--- src/rtl/divider.sv ---
// Sequential restoring shift-subtract divider: 32-bit dividend / 16-bit divisor, one quotient bit per clock.
// Optional macro DIVIDER_DBZ_EN: a zero divisor finishes on the load edge and raises dbz.
module divider (
   input  logic        clk,
   input  logic        rst,
   input  logic        trig,
   input  logic [31:0] C_in,
   input  logic [15:0] B_in,
   output logic [31:0] Q_out,
   output logic [15:0] R_out,
   output logic        fin,
   output logic        dbz
);

   localparam int unsigned DW = 32;
   localparam int unsigned VW = 16;
   localparam int unsigned CW = 6;

   typedef enum logic [1:0] {IDLE, BUSY, DONE} state_e;

   state_e          state_q;
   logic [DW-1:0]   dvd_q;
   logic [VW-1:0]   div_q;
   logic [VW:0]     rem_q;
   logic [CW-1:0]   cnt_q;

   logic [VW:0]     rem_sh_c;
   logic [VW:0]     rem_nx_c;
   logic            qbit_c;

   // One restoring iteration; the dividend register doubles as the quotient shift register.
   always_comb begin
      rem_sh_c = {rem_q[VW-1:0], dvd_q[DW-1]};
      qbit_c   = (rem_sh_c >= {1'b0, div_q});
      rem_nx_c = qbit_c ? (rem_sh_c - {1'b0, div_q}) : rem_sh_c;
   end

`ifdef DIVIDER_DBZ_EN
   logic dbz_q;
   assign dbz = dbz_q;
`else
   assign dbz = 1'b0;
`endif

   always_ff @(posedge clk) begin
      if (rst) begin
         state_q <= IDLE;
         dvd_q   <= '0;
         div_q   <= '0;
         rem_q   <= '0;
         cnt_q   <= '0;
         Q_out   <= '0;
         R_out   <= '0;
         fin     <= 1'b0;
`ifdef DIVIDER_DBZ_EN
         dbz_q   <= 1'b0;
`endif
      end else if (!trig) begin
         state_q <= IDLE;
         cnt_q   <= '0;
         Q_out   <= '0;
         R_out   <= '0;
         fin     <= 1'b0;
`ifdef DIVIDER_DBZ_EN
         dbz_q   <= 1'b0;
`endif
      end else begin
         case (state_q)
            IDLE: begin
               dvd_q <= C_in;
               div_q <= B_in;
               rem_q <= '0;
               cnt_q <= '0;
`ifdef DIVIDER_DBZ_EN
               if (B_in == '0) begin
                  state_q <= DONE;
                  Q_out   <= '1;
                  R_out   <= C_in[VW-1:0];
                  dbz_q   <= 1'b1;
                  fin     <= 1'b1;
               end else begin
                  state_q <= BUSY;
               end
`else
               state_q <= BUSY;
`endif
            end
            BUSY: begin
               rem_q <= rem_nx_c;
               dvd_q <= {dvd_q[DW-2:0], qbit_c};
               cnt_q <= cnt_q + CW'(1);
               // Last iteration publishes the result on the same edge.
               if (cnt_q == CW'(DW - 1)) begin
                  Q_out   <= {dvd_q[DW-2:0], qbit_c};
                  R_out   <= rem_nx_c[VW-1:0];
                  fin     <= 1'b1;
                  state_q <= DONE;
               end
            end
            DONE: begin
               state_q <= DONE;
            end
            default: begin
               state_q <= IDLE;
            end
         endcase
      end
   end

endmodule

--- config.mk ---
export PLATFORM = sky130hd
export DESIGN_NAME = divider
export DESIGN_NICKNAME = d
export VERILOG_FILES = /design/src/rtl/divider.sv
export SDC_FILE = /design/constraint.sdc
export NUM_CORES = 1
export LEC_CHECK = 0
export BUFFER_PORTS_ARGS = -buffer_cell sky130_fd_sc_hd__buf_2
export CAP_MARGIN = 20
export CORE_ASPECT_RATIO = 1.4
export CORE_MARGIN = 2
export CORE_UTILIZATION = 56
export CTS_CLUSTER_SIZE = 20
export DETAILED_ROUTE_END_ITERATION = 10
export GPL_TIMING_DRIVEN = 0
export PLACE_DENSITY = 0.83
export RECOVER_POWER = 25
export SYNTH_ARGS = -nofsm -noshare
export SYNTH_HDL_FRONTEND = slang
export SYNTH_SLANG_ARGS = --single-unit
export TNS_END_PERCENT = 1
--- constraint.sdc ---
create_clock -name clk -period 3.11 [get_ports clk]
set_input_delay 0.622 -clock clk [delete_from_list [all_inputs] [get_ports clk]]
set_output_delay 0.622 -clock clk [all_outputs]
set_load 0.03 [all_outputs]
==> results.tsv <==
stage	metric	value	unit
placed_design	routability congestion estimate	0.860	
routing	# DRC	0	
layout	Layout fillers	798	
logic_synthesis	Seq/Total Area, Yosys	42.2	%
global_route	largest net degree at the start of global routing	17	
min_path	hold depth	3	
floorplanning	DIE AREA	11100	µm²
min_path	Hold Path Origin	B_in[5]	
clock_network	TritonCTS clock tree	built	
timing	count of final setup violators	0	
pwr	Pint	3200	µW
routing	Final ANT Viol Nets	0	
layout	Finished Layout Cells	955	
logic_synthesis	top-count cell post-synth	nand2_1	
pwr	Static Leak	0.00270	µW
critical_path	CP endpoint kind	flip-flop	
critical_path	Reg2Reg Depth	11	
layout	Post-layout nets	878	
logic_synthesis	synthesized instance count	689	
placed_design	DP HPWL	11.6	mm
logic_synthesis	EDFF count, synth	0	
timing	RSZ-0062 raised after global routing	no	
routing	Detailed Route WL	15.7	mm
clock_network	CTS sink cnt	121	
timing	Final Hold Viols	0	
clock_network	worst skew pair latency	0.42	ns
floorplanning	IO Pins	101	
layout	n_diodes	0	
logic_synthesis	post-synth cell types	62	
pwr	Seq pwr share	37.5	%
floorplanning	starting density of the core	57.7	%
timing	Final Max Tran Viols	0	
timing	Worst Tran Pin Value	0.740	ns
critical_path	Reg2Reg Setup Slack	0.30	ns
pwr	Combinational Power Share	16.7	%
logic_synthesis	Syn Nets	760	
clock_network	CTS H-Tree Depth	4	
timing	Final WS setup	0.304	ns
logic_synthesis	commonest cells in the netlist	129 x nand2_1, 121 x dfxtp_1, 72 x a21oi_1	
clock_network	clock slew at reported path FFs	0.06	ns
pwr	Switching Fraction	27.7	%
critical_path	Worst EP required	3.44	ns
layout	register area	2420	µm²
logic_synthesis	Yosys top cell area share	42.2	%
timing	clock skew	0.00719	ns
logic_synthesis	asr flop ratio synth	0	%
logic_synthesis	area leader, netlist	dfxtp_1	
timing	Setup TNS	0	ns
clock_network	number of buffers created by CTS	17	
job	Max-cap violations	0	
pwr	total power per unit cell area	634	nW/µm²
global_route	Total GRT Usage	29.6	%
layout	multi-input logic area	3000	µm²
logic_synthesis	Synth Flop Type	dfxtp_1	
layout	area delta synth->final	21.5	%
critical_path	Worst Path Max Fanout	4	
routing	wire length per cell	16.4	µm
routing	DRT iter0 DRCs	398	
layout	Post-Route Utilization	70.1	%
logic_synthesis	Area contributors post-synth	dfxtp_1 42%, nand2_1 8.4%, mux2i_1 7.7%	
critical_path	Worst Setup Path Type	flip-flop to flip-flop	
logic_synthesis	post-synthesis register bit count	121	
routing	DR vias/cell	5.68	
logic_synthesis	Synth Warn #	0	
clock_network	# hold bufs at CTS	0	
clock_network	CTS Buffer Depth	2	
layout	fraction of final layout cells sized beyond drive strength 1	14.4	%
placed_design	I/O Buffers	99	
clock_network	post-CTS setup buffers	0	
clock_network	root buffer cell	clkbuf_16	
global_route	vias in the first global route	5437	
global_route	initial antenna violation count	0	
pwr	worst vdd ir	0.493	mV
outcome	outcome	finished, final reports clean	
critical_path	Critical Path AT	3.13	ns
global_route	GRT overflow	0	
logic_synthesis	synthesized cell area	5740	µm²
timing	Final period util	90.2	%
placed_design	pre-CTS WS	0.224	ns
routing	DRT Pass-1 Iters	5	
timing	Period minus WS final	2.81	ns
global_route	first-pass GRT wire length	25.1	mm
floorplanning	die width	89.6	µm
critical_path	crit start category	flip-flop	
logic_synthesis	Synth Area per Inst	8.34	µm²
min_path	Worst Hold Class	primary input to flip-flop	
critical_path	beginning of the critical path	dvd_q[31]	
floorplanning	core box area	9950	µm²
floorplanning	row count	43	
pwr	clock share of power	45.8	%
routing	via count	5429	
placed_design	Cells after DPL	923	
floorplanning	die outline height	124	µm
critical_path	Reg2Reg Launch Point	dvd_q[31]	
timing	fmax	0.356	GHz
pwr	NetSw	1230	µW
timing	Max transition margin	50.6	%
## final cells by class
type / instances / area share (%)
multi-input cells: 499 / 43.0
flip-flops and latches: 121 / 34.7
repair buffers: 99 / 6.44
clock buffers: 18 / 6.29
plain buffers: 47 / 3.50
clock inverters: 14 / 2.47
well taps: 135 / 2.42
inverters: 22 / 1.18
## cells by family after synthesis
family / count (synthesis) / synth area share (%)
simple gates: 236 / 17.6
compound gates: 187 / 20.5
flops: 121 / 42.2
buf+inv: 69 / 5.69
mux: 45 / 7.93
fa+ha+maj: 20 / 4.49
xor+xnor: 10 / 1.53
other cells: 1 / 0.0653
## flip-flops by register name, summed over array words and instances, names as in the netlist
register / count
Q_out: 32
dvd_q: 32
R_out: 16
div_q: 16
rem_q: 16
cnt_q: 6
state_q: 2
fin: 1
## timing repair
action,CTS,global route
resized for setup,0,1
hold endpoints to repair,0,0
endpoints found under the setup margin,0,2
## per-layer routing
layer | global-route usage (%) | share of wire [%] | wire length, µm | vias to the layer above
li1 | - | - | - | 2642
met1 | 30.9 | 37 | 5820 | 2565
met2 | 52.6 | 53 | 8270 | 175
met3 | 7.89 | 5.6 | 871 | 47
met4 | 16.1 | 4.5 | 697 | 0
met5 | 0 | 0 | 0 | -
## cell usage in the layout, fill, tap and decap left out, types with 3 or more instances in the layout
cell type,instances
xnor2_1,7
and3_1,3
buf_6,4
ha_1,19
clkinvlp_4,5
o21a_1,3
mux2i_1,44
nor2b_1,3
dfxtp_1,121
bufinv_16,3
inv_1,22
nand2_1,129
a211oi_1,37
a21o_1,6
nand2b_1,4
clkbuf_1,72
nand4_1,8
a21oi_1,72
clkbuf_8,3
o21ai_0,37
a31oi_1,5
nor2_1,58
nor3_1,9
clkbuf_16,17
a32oi_1,3
buf_2,62
nand3_1,8
xor2_1,3
## through the flow
step | total power [µW] | area, µm² | hold slack, ns
after global placement | 2380 | 6410 | 0.440
after detailed placement | 2400 | 6410 | 0.446
after CTS | 4420 | 7020 | 0.436
after global routing | 4580 | 6980 | 0.441
final | 4420 | 6980 | 0.443
after floorplan | 2220 | 5740 | 0.436
## worst paths after layout
kind	end
max	R_out[14]
min	div_q[5]
max reg2reg	R_out[14]
min reg2reg	div_q[9]
## critical path, stage by stage, from the launching register on
cell and delay (ns):
dfxtp_1 0.37, inv_1 0.09, ha_1 0.17, inv_1 0.06, fa_1 0.43, a21o_1 0.24, a221oi_2 0.40, o21ai_0 0.17
and3_1 0.21, nor3_1 0.22, mux2i_1 0.15, a211oi_1 0.21
## power by group through the flow
stage | Clock (µW) | Combinational [µW] | Sequential (µW)
floorplan | 0 | 545 | 1680
global placement | 0 | 694 | 1690
detailed placement | 0 | 714 | 1690
CTS | 2040 | 728 | 1660
global route | 2110 | 805 | 1670
finish | 2030 | 738 | 1660
(Power assumes the default switching activity.)
